`config.mk`:
```
export PLATFORM = sky130hd
export DESIGN_NAME = alu_flat
export DESIGN_NICKNAME = d
export VERILOG_FILES = /design/src/rtl/alu_pkg.sv /design/src/rtl/alu_if.sv /design/src/rtl/alu_shifter.sv /design/src/rtl/alu.sv /design/src/flat_wrapper.sv
export SDC_FILE = /design/constraint.sdc
export NUM_CORES = 1
export LEC_CHECK = 0
export ABC_AREA = 1
export CAP_MARGIN = 0
export CORE_MARGIN = 2
export CORE_UTILIZATION = 57
export CTS_BUF_LIST = sky130_fd_sc_hd__clkbuf_2 sky130_fd_sc_hd__clkbuf_4 sky130_fd_sc_hd__clkbuf_8
export CTS_CLUSTER_SIZE = 24
export DETAILED_ROUTE_END_ITERATION = 6
export PLACE_DENSITY = 0.85
export SLEW_MARGIN = 20
export SYNTH_ARGS = -nofsm -noshare
export SYNTH_HDL_FRONTEND = slang
export SYNTH_SLANG_ARGS = --single-unit
```
`constraint.sdc`:
```
create_clock -name clk -period 8 [get_ports clk]
set_input_delay 2.4 -clock clk [delete_from_list [all_inputs] [get_ports clk]]
set_output_delay 2.4 -clock clk [all_outputs]
set_load 0.03 [all_outputs]
```
`src/rtl/alu_pkg.sv`:
```
// alu_pkg: shared width and RV32I funct3 operation codes for the ALU slice
package alu_pkg;
  localparam int XLEN = 32;
  typedef enum logic [2:0] {
    F3_ADD_SUB = 3'd0,
    F3_SLL     = 3'd1,
    F3_SLT     = 3'd2,
    F3_SLTU    = 3'd3,
    F3_XOR     = 3'd4,
    F3_SRL_SRA = 3'd5,
    F3_OR      = 3'd6,
    F3_AND     = 3'd7
  } funct3_e;
endpackage

```
`src/rtl/alu_if.sv`:
```
// alu_if: operand/control bundle and results between a decoder and the ALU
interface alu_if;
  import alu_pkg::*;
  logic [XLEN-1:0] in_a;
  logic [XLEN-1:0] in_b;
  logic [2:0]      funct3;
  logic            funct7_4;
  logic            alu_en;
  logic            alu_imm;
  logic [XLEN-1:0] alu_out;
  logic [XLEN-1:0] alu_out_q;
  modport master (output in_a, in_b, funct3, funct7_4, alu_en, alu_imm, input alu_out, alu_out_q);
  modport slave (input in_a, in_b, funct3, funct7_4, alu_en, alu_imm, output alu_out, alu_out_q);
endinterface

```
`src/rtl/alu_shifter.sv`:
```
// alu_shifter: 32-bit barrel shifter for SLL, SRL and SRA
module alu_shifter
  import alu_pkg::*;
(
  input  logic [XLEN-1:0] data,
  input  logic [4:0]      shamt,
  input  logic            dir,
  input  logic            arith,
  output logic [XLEN-1:0] result
);
  logic [XLEN:0]   ext;
  logic [XLEN-1:0] sr;
  // one extra sign bit lets a single arithmetic shift serve both SRL and SRA
  assign ext    = {arith & data[XLEN-1], data};
  assign sr     = XLEN'($signed(ext) >>> shamt);
  assign result = dir ? sr : data << shamt;
endmodule

```
`src/rtl/alu.sv`:
```
// alu: RV32I integer ALU with combinational and registered result
module alu
  import alu_pkg::*;
(
  input logic   clk,
  input logic   rst,
  alu_if.slave  bus
);
  funct3_e         op;
  logic            sub;
  logic            inv;
  logic [XLEN:0]   sum;
  logic [XLEN-1:0] sh;
  logic            lt;
  logic            ltu;
  assign op  = funct3_e'(bus.funct3);
  assign sub = op == F3_ADD_SUB && bus.funct7_4 && !bus.alu_imm;
  // compares reuse the subtractor: a - b carry-out and sign give the order
  assign inv = bus.alu_en && (sub || op == F3_SLT || op == F3_SLTU);
  assign sum = {1'b0, bus.in_a} + {1'b0, bus.in_b ^ {XLEN{inv}}} + (XLEN+1)'(inv);
  assign ltu = !sum[XLEN];
  assign lt  = (bus.in_a[XLEN-1] != bus.in_b[XLEN-1]) ? bus.in_a[XLEN-1] : sum[XLEN-1];
  alu_shifter u_shifter (
    .data   (bus.in_a),
    .shamt  (bus.in_b[4:0]),
    .dir    (op == F3_SRL_SRA),
    .arith  (bus.funct7_4),
    .result (sh)
  );
  assign bus.alu_out = !bus.alu_en                    ? sum[XLEN-1:0] :
                       op == F3_ADD_SUB               ? sum[XLEN-1:0] :
                       op == F3_SLL || op == F3_SRL_SRA ? sh :
                       op == F3_SLT                   ? XLEN'(lt) :
                       op == F3_SLTU                  ? XLEN'(ltu) :
                       op == F3_XOR                   ? bus.in_a ^ bus.in_b :
                       op == F3_OR                    ? bus.in_a | bus.in_b :
                                                        bus.in_a & bus.in_b;
  always_ff @(posedge clk)
    bus.alu_out_q <= rst ? '0 : bus.alu_out;
endmodule

```
`src/flat_wrapper.sv`:
```
// flat-port wrapper written by rule: the top's interface ports become plain ports
module alu_flat import alu_pkg::*;
  (clk, rst, bus_in_a, bus_in_b, bus_funct3, bus_funct7_4, bus_alu_en, bus_alu_imm, bus_alu_out, bus_alu_out_q);
  alu_if bus_i ();
  input logic clk;
  input logic rst;
  input wire logic [$bits(bus_i.in_a)-1:0] bus_in_a;
  input wire logic [$bits(bus_i.in_b)-1:0] bus_in_b;
  input wire logic [$bits(bus_i.funct3)-1:0] bus_funct3;
  input wire logic [$bits(bus_i.funct7_4)-1:0] bus_funct7_4;
  input wire logic [$bits(bus_i.alu_en)-1:0] bus_alu_en;
  input wire logic [$bits(bus_i.alu_imm)-1:0] bus_alu_imm;
  output wire logic [$bits(bus_i.alu_out)-1:0] bus_alu_out;
  output wire logic [$bits(bus_i.alu_out_q)-1:0] bus_alu_out_q;
  assign bus_i.in_a = bus_in_a;
  assign bus_i.in_b = bus_in_b;
  assign bus_i.funct3 = bus_funct3;
  assign bus_i.funct7_4 = bus_funct7_4;
  assign bus_i.alu_en = bus_alu_en;
  assign bus_i.alu_imm = bus_alu_imm;
  assign bus_alu_out = bus_i.alu_out;
  assign bus_alu_out_q = bus_i.alu_out_q;
  alu u_core (.clk(clk), .rst(rst), .bus(bus_i));
endmodule
```
Word-level counts from Yosys, hierarchy flattened
Cells that the tools add are included.
{"block": "classes", "mux": 9, "n_bitwise": 5, "reduce_logical": 9, "eq_ne": 7, "shifts": 2, "addsub": 2}
{"cell": "$mux 32", "count": 8}
{"cell": "$xor 32x32->32", "count": 2}
{"cell": "$add 32x32->33", "count": 1}
{"cell": "$add 33x1->33", "count": 1}
{"cell": "$sshr 33x5->32", "count": 1}
{"cell": "$and 32x32->32", "count": 1}
{"cell": "$or 32x32->32", "count": 1}
{"cell": "$shl 32x5->32", "count": 1}
{"cell": "$eq 3x3->1 const B", "count": 3}
{"cell": "$eq 3x2->1 const B", "count": 2}
{"cell": "$eq 3x1->1 const B", "count": 1}
{"cell": "$logic_and 1x1->1", "count": 3}
{"cell": "$logic_not 3->1", "count": 1}
{"cell": "$logic_or 1x1->1", "count": 3}
{"cell": "$logic_not 1->1", "count": 2}
{"cell": "$and 1x1->1", "count": 1}
{"cell": "$mux 1", "count": 1}
{"cell": "$ne 1x1->1", "count": 1}
{"block": "totals", "reg_bits": 32, "out_inout_bits": 64}

Logic depth before layout (Yosys ltp)
Gate-level depths: netlist of run 1.
{"block": "depth", "word_depth": 15, "mapped_depth": 25, "ltp_nobuf": 24}

By module
Synthesis of run 1 repeated with hierarchy kept, for this count alone.
{"block": "hier_totals", "hier_cells": 1559, "hier_area_um2": 8698.3}
{"mod": "alu", "cells_per_inst": 838, "area_per_inst_um2": 5306.3, "n_inst": 1}
{"mod": "alu_shifter", "cells_per_inst": 721, "area_per_inst_um2": 3392.0, "n_inst": 1}

Least setup slack after synthesis of run 1
OpenSTA, ideal clock, no wires.
{"block": "synth_timing", "path_kind": "input port to output port", "from": "in bus_in_b[2]", "to": "out bus_alu_out[28]", "path_buffers": 3, "t_arrival_ns": 4.935, "path_stages": 19, "setup_slack_ns": 0.665, "path_cell_list": "buf_2 clkinv_1 buf_2 buf_2 xor2_1 ha_1 nand3_1 nand3_1 inv_1 o21bai_2 nand2_1 nand2_1 nand2_1 nand2_1 a21oi_1 o21bai_1 xor2_1 o21ai_1 inv_1"}
{"block": "synth_between", "elab_chain_cells": 5, "elab_cells_between_ends": 9, "cone_classes": "add/sub (2); shift (2); mux (4); bitwise (1)"}
{"item": "from (decl)", "line_no": "flat_wrapper.sv:8", "rtl": "input wire logic [$bits(bus_i.in_b)-1:0] bus_in_b;"}
{"item": "$xor 32x32->32, or another cell as far along", "line_no": "alu.sv:20", "rtl": "assign sum = {1'b0, bus.in_a} + {1'b0, bus.in_b ^ {XLEN{inv}}} + (XLEN+1)'(inv);"}
{"item": "$add 32x32->33 or $mux 32 (tied branches)", "line_no": "alu.sv:20, alu_shifter.sv:16"}
{"item": "$add 33x1->33 or $mux 32 (tied branches)", "line_no": "alu.sv:20, alu.sv:32"}
{"item": "$mux 32", "line_no": "alu.sv:31", "rtl": "op == F3_ADD_SUB ? sum[XLEN-1:0] :"}
{"item": "$mux 32 (*)", "line_no": "alu.sv:30", "rtl": "assign bus.alu_out = !bus.alu_en ? sum[XLEN-1:0] :"}
{"item": "to (decl)", "line_no": "flat_wrapper.sv:13", "rtl": "output wire logic [$bits(bus_i.alu_out)-1:0] bus_alu_out;"}
Every way passes the cells marked *; elsewhere a longest branch is shown, timed or not.

Final worst setup path of run 1
{"block": "layout_timing", "from": "in bus_funct3[0]", "to": "out bus_alu_out[7]"}
{"block": "layout_between", "elab_chain_cells": 11, "elab_cells_between_ends": 24, "cone_classes": "add/sub (2); eq/ne (6); mux (8); bitwise (1); reduce/logical (7)"}
{"item": "from (decl)", "line_no": "flat_wrapper.sv:9", "rtl": "input wire logic [$bits(bus_i.funct3)-1:0] bus_funct3;"}
{"item": "$logic_not 3->1", "line_no": "alu.sv:17, alu.sv:31"}
{"item": "$logic_and 1x1->1 (2 in a row)", "line_no": "alu.sv:17", "rtl": "assign sub = op == F3_ADD_SUB && bus.funct7_4 && !bus.alu_imm;"}
{"item": "$logic_or 1x1->1 (2 in a row)", "line_no": "alu.sv:19", "rtl": "assign inv = bus.alu_en && (sub || op == F3_SLT || op == F3_SLTU);"}
{"item": "$logic_and 1x1->1", "line_no": "alu.sv:19"}
{"item": "$xor 32x32->32", "line_no": "alu.sv:20"}
{"item": "$add 32x32->33", "line_no": "alu.sv:20"}
{"item": "$add 33x1->33", "line_no": "alu.sv:20"}
{"item": "$mux 32", "line_no": "alu.sv:31"}
{"item": "$mux 32 (*)", "line_no": "alu.sv:30"}
Marked as above.

==> flow_summary.json, run 1 <==
{
  "ys_ff_latch": 32,
  "min_period_ns": 8.00,
  "placed_cell_area_um2": 10700,
  "cts-root-buf": "clkbuf_8",
  "cts_tree": "yes",
  "synth_top_area_cell": "nand2_1",
  "initial_core_util": 0.587,
  "yosys-top-cells-area": "nand2_1 (16%), ha_1 (15%), o21ai_0 (11%)",
  "drt-pass1-iter-count": 7,
  "clock.fmax_ghz": 0.125,
  "synthFlopType": "dfxtp_1",
  "diodes": 0,
  "dp_slack_ns": -0.399,
  "dieHeight_um": 124,
  "relSlewSlack": 0.482,
  "regMostFlops": "u_core.bus.alu_out_q",
  "clock_sinks": 32,
  "final.setup.worst_slack_ns": -0.00104,
  "switchingPower_uw": 731,
  "synth_common_cells": "nand2_1 (357), o21ai_0 (182), inv_1 (148), a21oi_1 (108), nor2_1 (99)",
  "run_status": "finished, violations left",
  "netlist_instances": 1440,
  "maxCapViolations": 0,
  "p_int_uw": 716,
  "pin_count": 136,
  "crit_type": "primary input to output pin",
  "synth_fp_nets": 1609,
  "peakVddDrop_mv": 0.113,
  "slew_violations": 0,
  "die_w_um": 124,
  "clock_path_buffers": 2,
  "dieArea_um2": 15400,
  "tightest_slew_ns": 0.769,
  "routedWlPerCell_um": 20.0,
  "ys_async_sr_fraction": 0,
  "grt_start_max_net_pins": 77,
  "gp_congestion": 1.09,
  "endpoint_kind": "output pin",
  "drive_gt1_frac": 0.196,
  "area_delta_synth_final_pct": 38.0,
  "core_um2": 14000,
  "p_per_area_nw_per_um2": 128,
  "grt_first_pass_wirelength_um": 52700,
  "yosysTopAreaCellShare": 0.163,
  "fin_cells": 1872,
  "power_frac_comb": 0.756,
  "post_drt_via_cell_ratio": 6.19,
  "nets": 1860,
  "synth-seq-area-share": 0.0780,
  "synth.most_common_cell": "nand2_1",
  "cellLeakagePower_uw": 0.00566,
  "fin_util": 0.811,
  "ys_warn_count": 0,
  "route.detailed.drc": 4,
  "dp_cells": 1840,
  "cts_hold_buffers": 0,
  "p_seq_frac": 0.128,
  "first_global_vias": 10100,
  "finalInstanceArea_um2": 11300,
  "worstSetupStartpointType": "primary input",
  "drt_iter0_drc": 1617,
  "synth_cell_types": 52,
  "power.total_uw": 1450,
  "switching_share": 0.505,
  "drtAntennaViolNets": 0,
  "dpl.hpwl_um": 27800,
  "finalCritPeriodShare": 1.00,
  "grt_usage": 0.450,
  "setup_viol": 1,
  "crit_required_ns": 5.60,
  "synth_area_per_cell_um2": 5.71,
  "clk_pin_slew_ns": 0.08,
  "syn_area_um2": 8220,
  "worstPathMaxFanout": 4,
  "final_hold_viol_count": 0,
  "arrival_ns": 5.60,
  "largest_reg_flops": 32,
  "io_buffers": 135,
  "htreeDepth": 2,
  "rows": 43,
  "violations": "design-rule violations, negative setup slack",
  "reg_top3": "u_core.bus.alu_out_q: 32 flops",
  "finalWirelength_um": 37400,
  "cts_buffers": 5,
  "num_vias": 11600,
  "hold_path.class": "primary input to register",
  "grt_overflow": 0,
  "pwr-share-clk": 0.116,
  "antenna_found_initial": 0,
  "synth-edff-count": 0,
  "fillers": 1053
}
==> routing by layer <==
layer | wire length [µm] | vias up | track usage
met3 | 4920 | 236 | 0.106
met1 | 13200 | 5072 | 0.548
met2 | 16200 | 941 | 0.700
li1 | - | 5339 | -
met5 | 0 | - | 0
met4 | 3100 | 0 | 0.302
==> cell type report <==
type	count	area [µm²]	area share
multi-input cells	1166	6920	0.610
repair buffers	328	2850	0.251
flip-flops and latches	32	641	0.0565
inverters	158	596	0.0525
well taps	180	225	0.0199
clock buffers	6	76.3	0.00673
clock inverters	2	35.0	0.00309
==> critical path, cell delays in order <==
cell and delay, ns:
clkdlybuf4s15_1 0.21, inv_2 0.10, nor2_4 0.05, nor2_4 0.15
nand2_8 0.12, buf_6 0.16, xor2_1 0.15, ha_1 0.37
nand2_1 0.35, inv_1 0.10, nand2_2 0.10, nand2_4 0.05
buf_4 0.17, a21oi_1 0.30, o21ai_0 0.19, o21ai_0 0.24
a21o_1 0.14, nand2_1 0.06, buf_4 0.18
==> final timing paths <==
check	slack, ns	to	cells past startpoint	startpoint
worst max-delay path	-0.001	bus_alu_out[7]	19	bus_funct3[0]
worst min-delay path	2.62	u_core.bus.alu_out_q[2]	2	rst
==> logic make-up (layout without fill, tap and decap cells) <==
| kind of cell | Yosys count | after routing | share of synthesized area |
|---|---|---|---|
| simple gates | 549 | 549 | 0.276 |
| buf+inv | 242 | 494 | 0.119 |
| xor+xnor | 48 | 48 | 0.0512 |
| mux | 9 | 9 | 0.0110 |
| flops | 32 | 32 | 0.0780 |
| fa+ha+maj | 97 | 97 | 0.149 |
| compound gates | 463 | 463 | 0.316 |
==> cells in the final DEF, fill, tap and decap left out, types with 16 or more instances in the layout <==
cell type and count:
nand2_1 339, buf_4 204, o21ai_0 173, inv_1 145
nor2_1 97, a21oi_1 95, ha_1 95, clkdlybuf4s50_1 94
o21ai_1 73, nand3_1 41, xor2_1 36, dfxtp_1 32
o211ai_1 31, nand2_2 20, a211oi_1 16
==> power by group through the flow <==
| stage | Clock [µW] | Sequential (µW) | Combinational [µW] |
|---|---|---|---|
| after floorplan | 0 | 232 | 512 |
| after global placement | 0 | 188 | 962 |
| after detailed placement | 0 | 189 | 976 |
| after CTS | 168 | 185 | 996 |
| after global routing | 174 | 188 | 1170 |
| final | 168 | 185 | 1090 |
==> through the flow <==
stage               setup TNS, ns  hold slack [ns]
floorplan                       0             2.47
global placement            -1.49             3.19
detailed placement          -2.59             2.93
CTS                       -0.0166             2.61
global route                -2.94             2.64
finish                   -0.00104             2.62
==> repair_timing <==
action,CTS,global route
buffers inserted,5,17
setup endpoints to repair,14,19
resized for setup,35,81
endpoints found under the hold margin,0,0
cloned,2,0
pin swaps,8,42
(Power assumes the default switching activity.)
==> run 2, diff against run 1 <==
--- a/config.mk
+++ b/config.mk
@@ -7,12 +7,14 @@
 export LEC_CHECK = 0
 export ABC_AREA = 1
 export CAP_MARGIN = 0
+export CELL_PAD_IN_SITES_DETAIL_PLACEMENT = 0
+export CELL_PAD_IN_SITES_GLOBAL_PLACEMENT = 2
 export CORE_MARGIN = 2
-export CORE_UTILIZATION = 57
+export CORE_UTILIZATION = 29
 export CTS_BUF_LIST = sky130_fd_sc_hd__clkbuf_2 sky130_fd_sc_hd__clkbuf_4 sky130_fd_sc_hd__clkbuf_8
 export CTS_CLUSTER_SIZE = 24
 export DETAILED_ROUTE_END_ITERATION = 6
-export PLACE_DENSITY = 0.85
+export PLACE_DENSITY_LB_ADDON = 0.1
 export SLEW_MARGIN = 20
 export SYNTH_ARGS = -nofsm -noshare
 export SYNTH_HDL_FRONTEND = slang
==> run 2 against run 1 <==
Non-clock buffer count grew 84. Routed wire length grew 20%. Worst hold slack gained 0.28 ns. The flow now finishes without violations. Global-route usage shrank 15 points. Combinational power grew 10%. Highest routed layer unchanged. Largest cell class unchanged. Critical path type unchanged. Worst setup slack gained 0.20 ns. Sequential power is essentially flat.
==> flow_summary.json, run 2 (synthesis gave the netlist of run 1 again) <==
{
  "worstPathMaxFanout": 5,
  "cellLeakagePower_uw": 0.00615,
  "fin_util": 0.455,
  "htreeDepth": 2,
  "drtAntennaViolNets": 0,
  "grt_usage": 0.295,
  "clock.fmax_ghz": 0.128,
  "route.detailed.drc": 0,
  "cts_hold_buffers": 0,
  "clock_path_buffers": 2,
  "num_vias": 11100,
  "drt_iter0_drc": 870,
  "maxCapViolations": 0,
  "grt_overflow": 0,
  "drive_gt1_frac": 0.271,
  "fillers": 3060,
  "drt-pass1-iter-count": 5,
  "grt_start_max_net_pins": 71,
  "final_common_cell": "nand2_1",
  "tightest_slew_ns": 0.597,
  "antenna_found_initial": 0,
  "pin_count": 136,
  "initial_core_util": 0.295,
  "whs_ns": 2.90,
  "dpl.hpwl_um": 36500,
  "arrival_ns": 5.41,
  "slew_violations": 0,
  "relSlewSlack": 0.602,
  "crit_required_ns": 5.60,
  "routedWlPerCell_um": 20.8,
  "rows": 61,
  "clock_sinks": 32,
  "grt_first_pass_wirelength_um": 64700,
  "whs_path_depth": 3,
  "finalCritPeriodShare": 0.976,
  "post_drt_via_cell_ratio": 5.13,
  "cts_buffers": 5,
  "nets": 1944,
  "clk_pin_slew_ns": 0.09,
  "io_buffers": 135,
  "run_status": "complete, no violations",
  "regArea_um2": 641,
  "p_per_area_nw_per_um2": 123,
  "dieArea_um2": 29700,
  "core_um2": 27900,
  "crit_type": "primary input to output pin",
  "final_hold_viol_count": 0,
  "layout_common_cells": "nand2_1 (326), buf_4 (282), o21ai_0 (169), inv_1 (137), nor2_1 (95)",
  "finalWirelength_um": 44700,
  "peakVddDrop_mv": 0.0583,
  "rsz0062_at_grt": "no",
  "die_w_um": 172,
  "power.total_uw": 1560,
  "endpoint_kind": "output pin",
  "cts-root-buf": "clkbuf_8",
  "regMostFlops": "u_core.bus.alu_out_q",
  "min_to": "u_core.bus.alu_out_q[5]",
  "worstSetupStartpointType": "primary input",
  "dieHeight_um": 172,
  "hold_path.class": "primary input to register",
  "first_global_vias": 10300,
  "largest_reg_flops": 32,
  "setup_viol": 0,
  "min_period_ns": 7.81,
  "diodes": 0,
  "gp_congestion": 0.943,
  "hold_start": "rst",
  "reg_top3": "u_core.bus.alu_out_q: 32 flops",
  "multi_input_area_um2": 7310,
  "cts_tree": "yes",
  "area_delta_synth_final_pct": 54.2
}
[run 2: worst max path at each step]
stage / startpoint / endpoint / slack [ns] / cells past startpoint
finish: bus_funct3[0] / bus_alu_out[30] / 0.19 / 23
global route: bus_funct3[1] / bus_alu_out[18] / 0.02 / 21
CTS: bus_alu_imm / bus_alu_out[28] / -0.06 / 22
detailed placement: bus_funct3[1] / bus_alu_out[28] / -0.27 / 23
global placement: bus_funct3[1] / bus_alu_out[28] / -0.25 / 23
floorplan: bus_in_b[2] / bus_alu_out[28] / 0.66 / 19
[run 2: worst max-delay path, cell delays in order]
cell and delay, ns:
dlygate4sd2_1 0.25, inv_2 0.08, nor2_4 0.05, nor2_4 0.14, nand2_4 0.11, buf_12 0.15, buf_16 0.13, xor2_1 0.14
ha_1 0.33, buf_6 0.14, buf_4 0.11, nand3_4 0.09, nor3_4 0.22, nand3_1 0.12, nand3_2 0.13, a21o_1 0.20
nand4_1 0.15, nand2_1 0.09, nand2_1 0.04, nand3_1 0.07, nand2_2 0.08, inv_2 0.06, buf_6 0.12
[run 2: where the power goes]
| part | internal, µW | switching (µW) |
|---|---|---|
| clock | 92.5 | 88.2 |
| combinational | 503 | 695 |
| sequential | 180 | 4.66 |
| total | 776 | 787 |
[run 2: through the flow]
step                std cells  setup WS, ns  instance area, µm²  setup TNS (ns)
finish                   2154         0.194               12700               0
CTS                      2134       -0.0646               11800         -0.0699
global route             2154        0.0171               12700               0
detailed placement       2117        -0.267               11500           -2.16
global placement         2117        -0.248               11500           -1.99
floorplan                1440         0.665                8220               0
[run 2: routing by layer]
layer | share of wire | global-route usage
met2 | 0.44 | 0.461
met1 | 0.50 | 0.438
met5 | 0 | 0
met4 | 0.016 | 0.0585
met3 | 0.050 | 0.0277
[run 2: final cells by class]
class                      count  share of cell area
clock buffer                   5             0.00543
clock inverter                 3             0.00336
inverter                     158              0.0470
multi-input combinational   1166               0.577
sequential                    32              0.0506
tap                          378              0.0373
timing repair buffer         412               0.279
[run 2: timing repair]
action                     4_1_cts  5_1_grt
setup endpoints to repair       14       18
buffers inserted                 8       23
hold endpoints to repair         0        0
pin swaps                       13       63
gates resized for setup         46      146
cloned                           1        2
==> run 3, diff against run 2 <==
--- a/config.mk
+++ b/config.mk
@@ -15,6 +15,7 @@
 export CTS_CLUSTER_SIZE = 24
 export DETAILED_ROUTE_END_ITERATION = 6
 export PLACE_DENSITY_LB_ADDON = 0.1
+export SKIP_LAST_GASP = 1
 export SLEW_MARGIN = 20
 export SYNTH_ARGS = -nofsm -noshare
 export SYNTH_HDL_FRONTEND = slang
==> run 3 against run 2 <==
Power shrank 1.6%. Sequential cell count is the same. Critical path depth grew 1. Routed wire length shrank 0.42%. Design area shrank 1.6%. Largest power group unchanged. First-iteration DRC count grew 6.4%. Sequential share of layout area grew 0.082 points. Clock power is essentially flat. Largest cell class unchanged. Global-route usage is essentially flat. Utilization shrank 0.72 points. Critical endpoint unchanged.
==> flow_summary.json, run 3 (synthesis gave the netlist of run 1 again) <==
{
  "clk_pin_slew_ns": 0.10,
  "drt-pass1-iter-count": 5,
  "reg_top3": "u_core.bus.alu_out_q: 32 flops",
  "p_per_area_nw_per_um2": 123,
  "drt_iter0_drc": 926,
  "path_buf_inv": 8,
  "p_int_uw": 764,
  "pin_count": 136,
  "clock.fmax_ghz": 0.127,
  "crit_required_ns": 5.60,
  "crit_chain": "dlygate4sd2_1 -> inv_2 -> nor2_4 -> nor2_4 -> nand2_4 -> buf_12 -> clkbuf_16 -> xor2_2 -> ha_1 -> buf_6 -> a21oi_4 -> o21a_1 -> o21ai_2 -> buf_4 -> nand2_1 -> nand3_2 -> a21o_1 -> nand4_1 -> nand2_1 -> nand2_1 -> nand3_1 -> nand2_2 -> inv_1 -> buf_6",
  "switchingPower_uw": 775,
  "grt_start_max_net_pins": 71,
  "drtAntennaViolNets": 0,
  "area_delta_synth_final_pct": 51.7,
  "antenna_found_initial": 0,
  "clock_path_buffers": 2,
  "initial_core_util": 0.295,
  "power.total_uw": 1540,
  "cts_hold_buffers": 0,
  "final_hold_viol_count": 0,
  "grt_usage": 0.295,
  "post_drt_via_cell_ratio": 5.15,
  "largest_reg_flops": 32,
  "cts-root-buf": "clkbuf_8",
  "p_seq_frac": 0.120,
  "fin_tns_setup_ns": 0,
  "diodes": 0,
  "drive_gt1_frac": 0.254,
  "relSlewSlack": 0.590,
  "switching_share": 0.504,
  "endpoint_kind": "output pin",
  "slew_violations": 0,
  "pwr-share-clk": 0.118,
  "grt_overflow": 0,
  "fin_util": 0.448,
  "io_buffers": 135,
  "gp_congestion": 0.943,
  "peakVddDrop_mv": 0.0582,
  "crit_type": "primary input to output pin",
  "critPathLaunch": "bus_funct3[0]",
  "arrival_ns": 5.49,
  "run_status": "complete, no violations",
  "whs_ns": 2.90,
  "worstPathMaxFanout": 5,
  "route.detailed.drc": 0,
  "dieArea_um2": 29700,
  "fillers": 3079,
  "core_um2": 27900,
  "maxCapViolations": 0,
  "setup_viol": 0,
  "cpPeakStageDelay_ns": 0.32,
  "first_global_vias": 10300,
  "dpl.hpwl_um": 36500,
  "nets": 1941,
  "hold_path.class": "primary input to register",
  "crit_top_cell": "nand2_1",
  "cts_buffers": 5,
  "finalWirelength_um": 44600,
  "final_common_cell": "nand2_1",
  "min_period_ns": 7.89,
  "critPathTopFamily": "buffers and inverters",
  "tightest_slew_ns": 0.614,
  "dieHeight_um": 172,
  "cts_tree": "yes",
  "rows": 61,
  "cellLeakagePower_uw": 0.00611,
  "num_vias": 11100,
  "regMostFlops": "u_core.bus.alu_out_q",
  "clock_sinks": 32,
  "power_frac_comb": 0.762,
  "layout_common_cells": "nand2_1 (332), buf_4 (280), o21ai_0 (172), inv_1 (144)",
  "finalCritPeriodShare": 0.986,
  "grt_first_pass_wirelength_um": 64600,
  "routedWlPerCell_um": 20.7,
  "hold_start": "rst",
  "worstSetupStartpointType": "primary input",
  "die_w_um": 172,
  "critPathSlowestCell": "ha_1",
  "htreeDepth": 2
}
run 3: timing repair:
item	in CTS	in global routing
buffers inserted	8	18
cloned	1	2
setup endpoints to repair	14	18
gates resized for setup	40	111
pin swaps	13	54
run 3: cell type report:
cell class              count  area [µm²]  area share
clock buffers               5        68.8     0.00552
clock inverters             3        42.5     0.00341
inverters                 158         596      0.0478
multi-input cells        1166        7130       0.572
flip-flops and latches     32         641      0.0514
well taps                 378         473      0.0379
repair buffers            409        3520       0.282
run 3: stage by stage:
step	area, µm²	setup WS (ns)	cells
CTS	11800	-0.0646	2134
global route	12500	-0.0380	2151
global placement	11500	-0.248	2117
detailed placement	11500	-0.267	2117
floorplan	8220	0.665	1440
finish	12500	0.115	2151
run 3: power groups by stage:
| stage | clock network (µW) | logic, µW | registers [µW] |
|---|---|---|---|
| floorplan | 0 | 512 | 232 |
| global placement | 0 | 1070 | 188 |
| detailed placement | 0 | 1060 | 189 |
| CTS | 187 | 1090 | 185 |
| global route | 191 | 1270 | 187 |
| finish | 182 | 1170 | 185 |
run 3: path summary, 6_finish.rpt:
path | slack [ns] | to | cells past startpoint
hold / removal | 2.90 | u_core.bus.alu_out_q[5] | 3
setup / recovery | 0.11 | bus_alu_out[30] | 24
run 3: routing by layer:
metal,GRT usage,up-vias,wire length [µm]
met1,0.438,5218,22100
li1,-,5483,-
met2,0.460,341,19400
met5,0,-,0
met4,0.0585,0,755
met3,0.0277,31,2290
